--- src/rtl/nuc_search_ctrl_if.sv ---
// Bundle for nuc_search_ctrl: the search request and results, and the read port to nucleotide memory.
// The abort input exists only when NUC_SEARCH_ABORT_EN is defined.
interface nuc_search_ctrl_if #(
  parameter int ADDR_W = 16
);
  logic              start;
  logic [7:0]        pattern;
  logic [ADDR_W-1:0] last_addr;
  logic [ADDR_W-1:0] nuc_addr;
  logic              nuc_re;
  logic [1:0]        nuc_data;
  logic              busy;
  logic              done;
  logic              found;
  logic [ADDR_W-1:0] first_addr;
  logic [ADDR_W-1:0] match_count;
`ifdef NUC_SEARCH_ABORT_EN
  logic              abort;

  modport master (
    output start, pattern, last_addr, nuc_data, abort,
    input  nuc_addr, nuc_re, busy, done, found, first_addr, match_count
  );
  modport slave (
    input  start, pattern, last_addr, nuc_data, abort,
    output nuc_addr, nuc_re, busy, done, found, first_addr, match_count
  );
`else
  modport master (
    output start, pattern, last_addr, nuc_data,
    input  nuc_addr, nuc_re, busy, done, found, first_addr, match_count
  );
  modport slave (
    input  start, pattern, last_addr, nuc_data,
    output nuc_addr, nuc_re, busy, done, found, first_addr, match_count
  );
`endif
endinterface

--- src/rtl/nuc_search_ctrl.sv ---
// Scans nucleotide memory 0..last_addr for a 4-nucleotide pattern, counting overlapping matches.
// Optional feature: define NUC_SEARCH_ABORT_EN to add an abort input that ends a scan early.
module nuc_search_ctrl #(
  parameter int ADDR_W = 16
) (
  input logic             clock,
  input logic             reset_L,
  nuc_search_ctrl_if.slave bus
);

  typedef enum logic [1:0] {
    S_IDLE = 2'd0,
    S_SCAN = 2'd1,
    S_DONE = 2'd2
  } state_t;

  state_t            r_state;
  state_t            w_next;
  logic [7:0]        r_pattern;
  logic [ADDR_W-1:0] r_last_addr;
  logic [ADDR_W-1:0] r_addr;
  logic [5:0]        r_window;
  logic [1:0]        r_fill;
  logic              r_found;
  logic [ADDR_W-1:0] r_first_addr;
  logic [ADDR_W-1:0] r_match_count;

  logic              w_scan;
  logic              w_stop;
  logic [7:0]        w_window_next;
  logic              w_match;

  assign w_scan        = (r_state == S_SCAN);
  assign w_window_next = {r_window, bus.nuc_data};
  // The window only holds a full pattern once three earlier nucleotides have been shifted in.
  assign w_match       = w_scan && (r_fill == 2'd3) && (w_window_next == r_pattern);

`ifdef NUC_SEARCH_ABORT_EN
  assign w_stop = (r_addr == r_last_addr) || bus.abort;
`else
  assign w_stop = (r_addr == r_last_addr);
`endif

  // NOTE: reset is synchronous, so it lives inside the clocked branch rather than the sensitivity list.
  always_ff @(posedge clock) begin
    if (!reset_L) r_state <= S_IDLE;
    else          r_state <= w_next;
  end

  // NOTE: every output of this block gets a default before the case, so no path leaves it unassigned (no latch).
  always_comb begin
    w_next = r_state;
    case (r_state)
      S_IDLE:  if (bus.start) w_next = S_SCAN;
      S_SCAN:  if (w_stop)    w_next = S_DONE;
      S_DONE:  w_next = S_IDLE;
      default: w_next = S_IDLE;
    endcase
  end

  // NOTE: registered state is updated with non-blocking assignments so all flops see pre-edge values.
  always_ff @(posedge clock) begin
    if (!reset_L) begin
      r_pattern     <= '0;
      r_last_addr   <= '0;
      r_addr        <= '0;
      r_window      <= '0;
      r_fill        <= '0;
      r_found       <= 1'b0;
      r_first_addr  <= '0;
      r_match_count <= '0;
    end else begin
      case (r_state)
        S_IDLE: begin
          if (bus.start) begin
            r_pattern     <= bus.pattern;
            r_last_addr   <= bus.last_addr;
            r_addr        <= '0;
            r_window      <= '0;
            r_fill        <= '0;
            r_found       <= 1'b0;
            r_first_addr  <= '0;
            r_match_count <= '0;
          end
        end
        S_SCAN: begin
          r_window <= w_window_next[5:0];
          r_addr   <= r_addr + 1'b1;
          if (r_fill != 2'd3) r_fill <= r_fill + 2'd1;
          if (w_match) begin
            r_match_count <= r_match_count + 1'b1;
            if (!r_found) begin
              r_found      <= 1'b1;
              r_first_addr <= r_addr - ADDR_W'(3);
            end
          end
        end
        default: ;
      endcase
    end
  end

  assign bus.nuc_re      = w_scan;
  assign bus.nuc_addr    = w_scan ? r_addr : '0;
  assign bus.busy        = w_scan;
  assign bus.done        = (r_state == S_DONE);
  assign bus.found       = r_found;
  assign bus.first_addr  = r_first_addr;
  assign bus.match_count = r_match_count;

endmodule

--- src/flat_wrapper.sv ---
// flat-port wrapper written by rule: the top's interface ports become plain ports
module nuc_search_ctrl_flat 
#(
  parameter int ADDR_W = 16
)
  (clock, reset_L, bus_start, bus_pattern, bus_last_addr, bus_nuc_data, bus_nuc_addr, bus_nuc_re, bus_busy, bus_done, bus_found, bus_first_addr, bus_match_count);
  nuc_search_ctrl_if #(.ADDR_W(ADDR_W)) bus_i ();
  input logic clock;
  input logic reset_L;
  input wire logic [$bits(bus_i.start)-1:0] bus_start;
  input wire logic [$bits(bus_i.pattern)-1:0] bus_pattern;
  input wire logic [$bits(bus_i.last_addr)-1:0] bus_last_addr;
  input wire logic [$bits(bus_i.nuc_data)-1:0] bus_nuc_data;
  output wire logic [$bits(bus_i.nuc_addr)-1:0] bus_nuc_addr;
  output wire logic [$bits(bus_i.nuc_re)-1:0] bus_nuc_re;
  output wire logic [$bits(bus_i.busy)-1:0] bus_busy;
  output wire logic [$bits(bus_i.done)-1:0] bus_done;
  output wire logic [$bits(bus_i.found)-1:0] bus_found;
  output wire logic [$bits(bus_i.first_addr)-1:0] bus_first_addr;
  output wire logic [$bits(bus_i.match_count)-1:0] bus_match_count;
  assign bus_i.start = bus_start;
  assign bus_i.pattern = bus_pattern;
  assign bus_i.last_addr = bus_last_addr;
  assign bus_i.nuc_data = bus_nuc_data;
  assign bus_nuc_addr = bus_i.nuc_addr;
  assign bus_nuc_re = bus_i.nuc_re;
  assign bus_busy = bus_i.busy;
  assign bus_done = bus_i.done;
  assign bus_found = bus_i.found;
  assign bus_first_addr = bus_i.first_addr;
  assign bus_match_count = bus_i.match_count;
  nuc_search_ctrl #(.ADDR_W(ADDR_W)) u_core (.clock(clock), .reset_L(reset_L), .bus(bus_i));
endmodule
--- config.mk ---
export PLATFORM = sky130hd
export DESIGN_NAME = nuc_search_ctrl_flat
export DESIGN_NICKNAME = d
export VERILOG_FILES = /design/src/rtl/nuc_search_ctrl_if.sv /design/src/rtl/nuc_search_ctrl.sv /design/src/flat_wrapper.sv
export SDC_FILE = /design/constraint.sdc
export NUM_CORES = 1
export LEC_CHECK = 0
export BUFFER_PORTS_ARGS = -buffer_cell sky130_fd_sc_hd__buf_2
export CAP_MARGIN = 10
export CORE_MARGIN = 4
export CORE_UTILIZATION = 35
export DETAILED_ROUTE_END_ITERATION = 16
export HOLD_SLACK_MARGIN = 0.15
export SLEW_MARGIN = 0
export SYNTH_ARGS = -nofsm -noshare
export SYNTH_HDL_FRONTEND = slang
export SYNTH_SLANG_ARGS = --single-unit
--- constraint.sdc ---
create_clock -name clock -period 3.22 [get_ports clock]
set_input_delay 0.644 -clock clock [delete_from_list [all_inputs] [get_ports clock]]
set_output_delay 0.644 -clock clock [all_outputs]
set_load 0.01 [all_outputs]
==> results of run 1 <==
[power groups by stage]
stage,sequential (uW),clock [uW],combinational (uW)
4_1_cts,1100,1050,273
3_5_place_dp,1120,0,272
6_report,1100,1030,271
5_1_grt,1100,1090,304
3_3_place_gp,1120,0,267
2_1_floorplan,1120,0,184
[metrics by stage]
stage / hold slack (ns) / total power [uW] / util / area [um2] / worst slack, ns
2_1_floorplan: 0.448 / 1300 / - / 4220 / 1.12
3_3_place_gp: 0.448 / 1390 / 0.405 / 4710 / 0.813
3_5_place_dp: 0.454 / 1390 / 0.405 / 4710 / 0.692
4_1_cts: 0.463 / 2420 / 0.431 / 5000 / 0.560
5_1_grt: 0.477 / 2500 / 0.431 / 5000 / 0.415
6_report: 0.460 / 2400 / 0.431 / 5000 / 0.589
[logic make-up after synthesis]
family,Yosys count
compound gates,101
xor+xnor,40
fa+ha+maj,3
buf+inv,54
flops,83
mux,16
simple gates,236
[final cells by class]
type	count	area, um2
Clock buffer	13	260
Tap cell	143	179
Inverter	12	45.0
Fill cell	1198	6610
Clock inverter	2	35.0
Sequential cell	83	1660
Multi-Input combinational cell	396	2340
Timing Repair Buffer	91	483
[per-layer routing]
layer  part of all wire  up-vias  wire [um]  GRT usage
li1                   -     1970          -          -
met1               0.48     1796       5390      0.224
met2               0.45      125       5000      0.243
met3              0.049       20        544     0.0221
met4              0.021        0        232     0.0645
met5                  0        -          0          0
[worst register-to-register path, delay by kind of cell (launching register included)]
family / cells / cell delay (ns)
AOI/OAI and AO/OA: 2 / 0.31
buffers and inverters: 2 / 0.96
DFF: 1 / 0.38
and+or+nand+nor: 2 / 0.53
[Yosys cell counts, types with 2 or more instances]
cell,number
o21a_1,2
nand2_1,101
and3_1,4
o2111ai_1,2
o22ai_1,2
nor2b_1,2
clkbuf_1,31
and2_1,18
xor2_1,25
nand3_1,25
nor4_2,2
nor4_1,12
nor3_1,10
buf_6,2
or3_1,3
nor2_1,34
nand4_1,8
o21ai_0,20
a22o_1,3
mux2i_1,10
a31oi_1,4
buf_1,3
buf_2,4
a311oi_1,2
a22oi_1,7
and4_1,5
a21oi_1,45
xnor2_1,15
o2bb2ai_1,2
inv_1,11
a2111oi_2,3
or4_1,3
ha_1,3
mux2_2,6
a31o_1,2
dfxtp_1,83
[worst min-delay path by stage]
stage | from | end | cells after the start
final | u_core.bus.first_addr[10] | u_core.bus.first_addr[10] | 2
after global placement | u_core.bus.first_addr[7] | u_core.bus.first_addr[7] | 2
after detailed placement | u_core.bus.first_addr[4] | u_core.bus.first_addr[4] | 2
after floorplan | u_core.r_last_addr[0] | u_core.r_last_addr[0] | 2
after global routing | u_core.bus.first_addr[11] | u_core.bus.first_addr[11] | 2
after CTS | u_core.bus.first_addr[4] | u_core.bus.first_addr[4] | 2
[layout by cell type (no fill, tap or decap), types with 9 or more instances in the layout]
cell / instances
xnor2_1: 15
nand3_1: 25
clkbuf_16: 9
a21oi_1: 45
buf_2: 80
nor4_1: 12
nor3_1: 10
dfxtp_1: 83
buf_4: 11
xor2_1: 25
o21ai_0: 20
nand2_1: 101
inv_1: 11
nor2_1: 34
mux2i_1: 10
and2_1: 18
[state kept, by name, indices dropped and copies added (netlist names)]
name and count:
u_core.r_state 2, u_core.r_addr 16, u_core.bus.match_count 16, u_core.r_pattern 8
u_core.r_window 6, u_core.bus.found 1, u_core.r_fill 2, u_core.r_last_addr 16
u_core.bus.first_addr 16
==> reports/metrics.csv, run 1 <==
stage,metric,value,unit
die,Die X,118,um
sta,setup_tns,0,ns
setup_path,crit path cell chain,"nand2b_1, clkinv_1, and2_1, buf_2",
logic_synthesis,simple-gate share of the synthesized area,0.272,
logic_synthesis,number of synthesized flops with an enable pin,0,
sta,setup violators final,0,
clocking,Root Buffer Master,clkbuf_16,
worst_hold_path,min-delay worst type,flip-flop to flip-flop,
global_routing,first-pass GRT wire length,18.3,mm
status,status,"complete, no violations",
setup_path,CP endpoint,bus_nuc_addr[2],
power_and_ir_drop,Comb power frac,0.113,
setup_path,CP top delay family,buffers and inverters,
final_layout,Post-Layout Cell Count,740,
setup_path,RR Endpoint,u_core.r_addr[6],
setup_path,required time worst endpoint,2.58,ns
setup_path,critical path class,flip-flop to primary output,
clocking,Post-CTS Resized,0,
routing,vias,3911,
die,die area,0.0139,mm2
flow_run,Max-Cap Viols,0,
final_layout,layout cells sized above 1,0.201,
logic_synthesis,"FFs w/ async S/R, synth",0,
clocking,deepest clock path buffer count,2,
routing,DR pass1 iterations,4,
routing,initial DRC count,283,
placed_design,GP Congestion,0.792,
logic_synthesis,largest family of logic cells by synthesized area,simple AND/OR/NAND/NOR gates,
clocking,Post-CTS Hold Buffers,0,
die,Initial Utilization,0.364,
routing,ANT nets after route,0,
sta,clock skew,0.00669,ns
clocking,CTS tree,built,
die,die height,118,um
logic_synthesis,Compound-Gate Fraction of Synth Area,0.149,
logic_synthesis,Mean Syn Cell Area,7.92,um2
logic_synthesis,post-synthesis adder-cell area fraction,0.00889,
die,core area,0.0116,mm2
placed_design,DP HPWL,7.98,mm
placed_design,dpl cells,725,
logic_synthesis,Synth area leaders,"dfxtp_1, nand2_1, a21oi_1",
global_routing,pin count of the biggest net entering global routing,47,
power_and_ir_drop,power per cell area,479,mW/mm2
final_layout,diode count,0,
setup_path,Critical R2R Launch,u_core.r_state[1],
power_and_ir_drop,Peak VDD IR,191,uV
global_routing,Overflow after GRT,0,
clocking,"Reg clk slew, reported paths",0.06,ns
power_and_ir_drop,Net Sw Frac,0.247,
placed_design,PortBufs,80,
logic_synthesis,multiplexer share of the synthesized area,0.0397,
logic_synthesis,Synth area leader,dfxtp_1,
die,Rows,39,
logic_synthesis,post-synthesis register bit count,83,
logic_synthesis,share of the synthesized area in the top cell type,0.393,
routing,Detailed Route WL,11.2,mm
logic_synthesis,Cell variety after synth,55,
sta,f_max,380,MHz
power_and_ir_drop,Internal Power,1810,uW
logic_synthesis,Mapped Cells,533,
logic_synthesis,mapped cell area,0.00422,mm2
clocking,Clock Latency Late Sink,0.33,ns
setup_path,CP Max Fanout,28,
clocking,CTS buffer count,9,
logic_synthesis,"Net Count, Synth",565,
logic_synthesis,sequential area share after synthesis,0.393,
global_routing,Total GRT Usage,0.158,
setup_path,CP startpoint,u_core.r_state[1],
final_layout,nets@finish,625,
power_and_ir_drop,sequential share of power,0.458,
clocking,Post-CTS Setup Inserts,0,
die,Ports,81,
power_and_ir_drop,Clk pwr share,0.429,
logic_synthesis,xor and xnor fraction of the mapped netlist area,0.0830,
routing,# DRC,0,
routing,per-cell routed wire length,15.1,um
setup_path,Worst setup SP type,flip-flop,
setup_path,critical path's largest stage delay,0.56,ns
clocking,number of H-tree levels,3,
routing,DR vias/cell,5.29,
sta,RSZ-0062 raised after global routing,no,
logic_synthesis,commonest register cell after synthesis,dfxtp_1,
sta,"Hold Vio Cnt, Final",0,
clocking,clock sinks,83,
power_and_ir_drop,Leak,0.00218,uW
setup_path,"reg-to-reg slack, setup",0.98,ns
power_and_ir_drop,NetSw,592,uW
global_routing,initial antenna violation count,0,
global_routing,vias in the first global route,3638,
setup_path,Arrival @ worst endpoint,1.99,ns
sta,fin crit share,0.817,
setup_path,slowest CP cell,clkinv_1,
sta,Slew Limit Fails,0,
logic_synthesis,Synth Warn #,0,
setup_path,CP Capture Type,primary output,
setup_path,worst reg2reg path depth,6,
sta,Slew @ Worst Pin,0.689,ns
final_layout,P&R area growth vs syn,18.5,%
setup_path,CP Buf/Inv Count,2,
sta,Worst slew margin,0.538,
setup_path,Crit path depth,4,
sta,minimum clock period,2.63,ns
(Power assumes the default switching activity.)
==> run 2, diff against run 1 <==
==> constraint.sdc (replaced) <==
create_clock -name clock -period 2.3 [get_ports clock]
set_input_delay 0.46 -clock clock [delete_from_list [all_inputs] [get_ports clock]]
set_output_delay 0.46 -clock clock [all_outputs]
set_load 0.01 [all_outputs]
==> run 2 against run 1 <==
Effect of this change: sequential power increased by 39%; non-clock buffer count grew 12; hold slack worse by 0.10 ns; worst setup slack got worse by 0.43 ns; die area stayed put; flip-flop and latch count stayed put; utilization is 1.1 points higher; first-iteration DRC count grew 4.2%; via count grew 0.89%; global-route usage grew 0.71 points; largest cell class unchanged; largest power group unchanged.
==> reports/metrics.csv, run 2 (synthesized netlist as in run 1, its figures left out) <==
stage,metric,value,unit
worst_hold_path,WHS Endpoint,u_core.r_last_addr[6],
sta,Slew @ Worst Pin,0.670,ns
sta,RSZ-0062 raised after global routing,no,
die,Initial Utilization,0.364,
die,Rows,39,
worst_hold_path,min-delay worst type,input port to flip-flop,
setup_path,CP top delay family,buffers and inverters,
global_routing,vias in the first global route,3814,
setup_path,worst reg2reg path depth,6,
die,die area,0.0139,mm2
clocking,deepest clock path buffer count,2,
global_routing,initial antenna violation count,0,
setup_path,CP Capture Type,primary output,
routing,per-cell routed wire length,15.1,um
flow_run,Max-Cap Viols,0,
routing,DR pass1 iterations,4,
placed_design,GP Congestion,0.850,
sta,f_max,467,MHz
setup_path,CP startpoint,u_core.r_state[1],
routing,DR vias/cell,5.24,
final_layout,P&R area growth vs syn,21.4,%
setup_path,crit path cell chain,"nand2b_1, clkinv_2, buf_12, and2_1, buf_2",
routing,ANT nets after route,0,
routing,# DRC,0,
setup_path,Crit path depth,5,
die,die height,118,um
status,status,"complete, no violations",
power_and_ir_drop,Leak,0.00226,uW
sta,minimum clock period,2.14,ns
routing,Detailed Route WL,11.4,mm
setup_path,Critical R2R Launch,u_core.r_fill[0],
setup_path,"reg-to-reg slack, setup",0.21,ns
setup_path,Arrival @ worst endpoint,1.68,ns
placed_design,PortBufs,80,
setup_path,critical path class,flip-flop to primary output,
setup_path,Worst setup SP type,flip-flop,
worst_hold_path,hold path startpoint,bus_last_addr[6],
routing,vias,3946,
power_and_ir_drop,Peak VDD IR,422,uV
sta,clock skew,0.0116,ns
sta,"Hold Vio Cnt, Final",0,
sta,setup violators final,0,
clocking,CTS tree,built,
sta,Worst slew margin,0.553,
clocking,number of H-tree levels,3,
power_and_ir_drop,power per cell area,670,mW/mm2
die,core area,0.0116,mm2
global_routing,first-pass GRT wire length,19.0,mm
final_layout,"most common cell after layout, fill and taps aside",nand2_1,
clocking,"Reg clk slew, reported paths",0.06,ns
setup_path,slowest CP cell,dfxtp_1,
final_layout,diode count,0,
placed_design,DP HPWL,8.21,mm
clocking,Root Buffer Master,clkbuf_16,
setup_path,critical path's largest stage delay,0.39,ns
sta,fin crit share,0.932,
die,Die X,118,um
setup_path,CP Buf/Inv Count,3,
clocking,CTS buffer count,9,
sta,Slew Limit Fails,0,
sta,setup_tns,0,ns
global_routing,Overflow after GRT,0,
final_layout,FILL cells,1216,
final_layout,layout cells sized above 1,0.225,
setup_path,CP Max Fanout,32,
global_routing,Total GRT Usage,0.166,
final_layout,nets@finish,637,
clocking,Clock Latency Late Sink,0.34,ns
setup_path,RR Endpoint,u_core.bus.first_addr[14],
global_routing,pin count of the biggest net entering global routing,37,
setup_path,required time worst endpoint,1.84,ns
final_layout,multi-input logic area,0.00234,mm2
worst_hold_path,hold path depth,3,
final_layout,fin util,0.442,
die,Ports,81,
final_layout,register area,0.00166,mm2
routing,initial DRC count,295,
clocking,clock sinks,83,
final_layout,most frequent cells in the layout,"nand2_1, dfxtp_1, buf_2",
-- run 2: area by class of cell --
cell class	instances	share of cell area
Tap cell	143	0.0349
Clock inverter	4	0.00927
Timing Repair Buffer	103	0.114
Clock buffer	12	0.0520
Sequential cell	83	0.324
Multi-Input combinational cell	396	0.457
Inverter	12	0.00903
-- run 2: through the flow --
step	cells	power [uW]	hold WS (ns)	setup WS, ns	cell area (um2)
2_1_floorplan	533	1820	0.448	0.329	4220
3_3_place_gp	737	1950	0.446	0.205	4810
3_5_place_dp	737	1960	0.448	0.149	4810
4_1_cts	753	3470	0.347	0.124	5120
5_1_grt	753	3570	0.364	0.0648	5130
6_report	753	3440	0.355	0.157	5130
-- run 2: worst register-to-register path: cells and delay by family (launching register included) --
kind | cells | cell delay, ns
AO/OA/AOI/OAI | 2 | 0.54
AND/OR/NAND/NOR | 3 | 0.96
flip-flops | 1 | 0.35
adder cells (fa/ha/maj) | 1 | 0.20
-- run 2: per-layer routing --
metal,GRT usage,vias to the layer above,part of all wire
met3,0.0356,21,0.048
met4,0.0711,0,0.021
met2,0.254,104,0.45
met5,0,-,0
met1,0.224,1832,0.48
li1,-,1989,-
-- run 2: worst max path at each step --
stage                                     end  slack (ns)
global route        u_core.bus.first_addr[14]        0.06
finish                        bus_nuc_addr[7]        0.16
CTS                  u_core.bus.first_addr[8]        0.12
global placement     u_core.bus.first_addr[3]        0.21
floorplan           u_core.bus.first_addr[14]        0.33
detailed placement  u_core.bus.first_addr[14]        0.15
-- run 2: power by group --
group / internal (uW) / leakage [uW] / switching (uW)
logic: 145 / 0.00143 / 248
registers: 1490 / 0.000674 / 37.2
clock network: 926 / 0.000155 / 585
-- run 2: timing repair --
action / in CTS / in global routing
setup endpoints to repair: 2 / 6
gates resized for setup: 1 / 1
hold buffers: 0 / 0
pin swaps: 0 / 0
gates cloned: 0 / 0
hold endpoints to repair: 0 / 0
setup buffers: 0 / 0
==> run 3, diff against run 2 <==
--- a/config.mk
+++ b/config.mk
@@ -8,9 +8,10 @@
 export BUFFER_PORTS_ARGS = -buffer_cell sky130_fd_sc_hd__buf_2
 export CAP_MARGIN = 10
 export CORE_MARGIN = 4
-export CORE_UTILIZATION = 35
+export CORE_UTILIZATION = 50
 export DETAILED_ROUTE_END_ITERATION = 16
 export HOLD_SLACK_MARGIN = 0.15
+export PLACE_DENSITY = 0.76
 export SLEW_MARGIN = 0
 export SYNTH_ARGS = -nofsm -noshare
 export SYNTH_HDL_FRONTEND = slang
==> run 3 against run 2 <==
Effect of this change: hold slack got worse by 0.0085 ns; non-clock buffer count increased by 2; clock skew is 0.0017 ns higher; first-iteration DRC count shrank 32%; cell area fell by 2.6%; count of clock-buffer cells in the layout stayed put.
==> reports/metrics.csv, run 3 (synthesized netlist as in run 1, its figures left out) <==
stage,metric,value,unit
global_routing,GRT busiest layer,met2,
die,Die X,99.9,um
global_routing,Total GRT Usage,0.216,
global_routing,initial antenna violation count,0,
global_routing,pin count of the biggest net entering global routing,36,
clocking,Root Buffer Master,clkbuf_8,
sta,fin crit share,0.927,
flow_run,Max-Cap Viols,0,
final_layout,FILL cells,737,
die,Initial Utilization,0.514,
sta,RSZ-0062 raised after global routing,no,
sta,minimum clock period,2.13,ns
die,Rows,33,
clocking,CTS tree,built,
clocking,"Reg clk slew, reported paths",0.08,ns
worst_hold_path,min-delay worst type,input port to flip-flop,
die,die height,99.9,um
power_and_ir_drop,Peak VDD IR,395,uV
final_layout,Post-Layout Cell Count,717,
clocking,CTS buffer count,9,
final_layout,most frequent cells in the layout,"nand2_1, dfxtp_1, buf_2",
routing,per-cell routed wire length,14.4,um
status,status,"complete, no violations",
clocking,deepest clock path buffer count,2,
sta,Worst slew margin,0.634,
final_layout,layout cells sized above 1,0.224,
die,core area,0.00822,mm2
placed_design,dpl cells,701,
sta,clock skew,0.0133,ns
global_routing,met1 Track Usage GR,0.289,
clocking,Clock Latency Late Sink,0.35,ns
global_routing,vias in the first global route,3690,
sta,Slew @ Worst Pin,0.549,ns
power_and_ir_drop,Leak,0.00222,uW
setup_path,critical path class,flip-flop to flip-flop,
die,die area,0.00998,mm2
sta,"Hold Vio Cnt, Final",0,
final_layout,fin util,0.608,
final_layout,diode count,0,
final_layout,nets@finish,639,
global_routing,first-pass GRT wire length,17.6,mm
setup_path,Worst setup SP type,flip-flop,
global_routing,Overflow after GRT,0,
placed_design,DP HPWL,7.59,mm
routing,Detailed Route WL,10.3,mm
final_layout,"most common cell after layout, fill and taps aside",nand2_1,
die,Ports,81,
routing,DR pass1 iterations,5,
setup_path,required time worst endpoint,2.59,ns
setup_path,"reg-to-reg slack, setup",0.17,ns
setup_path,CP Capture Type,flip-flop,
global_routing,met2 usage,0.349,
placed_design,GP Congestion,0.841,
final_layout,P&R area growth vs syn,18.3,%
sta,Slew Limit Fails,0,
setup_path,CP Max Fanout,5,
sta,setup_tns,0,ns
clocking,Post-CTS Hold Buffers,0,
clocking,number of H-tree levels,3,
placed_design,PortBufs,80,
sta,f_max,469,MHz
sta,setup violators final,0,
routing,vias,3930,
clocking,clock sinks,83,
power_and_ir_drop,power per cell area,622,mW/mm2
power_and_ir_drop,Total Power,3110,uW
routing,ANT nets after route,0,
routing,initial DRC count,200,
setup_path,Arrival @ worst endpoint,2.42,ns
routing,# DRC,0,
global_routing,met3 Usage GRT,0.0382,
routing,DR vias/cell,5.48,
==> run 3: stage by stage <==
step	setup slack (ns)	area [um2]	hold slack (ns)
floorplan	0.329	4220	0.448
finish	0.168	4990	0.347
CTS	0.0760	4990	0.327
detailed placement	0.162	4760	0.449
global route	0.0589	4990	0.333
global placement	0.231	4760	0.444
==> run 3: final timing paths <==
check | from | end | cells past startpoint
max reg2reg | u_core.r_fill[0] | u_core.bus.first_addr[12] | 6
max | u_core.r_fill[0] | u_core.bus.first_addr[12] | 6
min reg2reg | u_core.bus.first_addr[9] | u_core.bus.first_addr[9] | 2
min | bus_last_addr[13] | u_core.r_last_addr[13] | 3
==> run 3: worst max-delay path, cell delays in order, from the launching register on <==
cell	delay (ns)
dfxtp_1	0.36
ha_1	0.19
and3b_1	0.19
nand4_1	0.18
or4_1	0.58
a2111oi_2	0.41
a31o_1	0.16
==> run 3: timing repair <==
action | 4_1_cts | 5_1_grt
buffers inserted | 0 | 0
endpoints found under the hold margin | 0 | 0
endpoints found under the setup margin | 0 | 6
resized for setup | 0 | 1
==> run 3: final cells by class <==
type	count	area, um2	share of cell area
multi-input combinational	396	2340	0.469
sequential	83	1660	0.333
timing repair buffer	105	588	0.118
clock buffer	12	155	0.0311
tap	105	131	0.0263
clock inverter	4	72.6	0.0145
inverter	12	45.0	0.00902
==> run 3: power breakdown <==
group	leakage [uW]	internal, uW	switching (uW)
Sequential	0.000674	1490	36.7
Combinational	0.00143	153	247
Clock	0.000113	670	509
Total	0.00222	2320	792
==> run 3: metal layers <==
metal  routed length, um  share of wire
met2                4870           0.47
met5                   0              0
met1                4800           0.46
met4                  85         0.0082
met3                 589          0.057
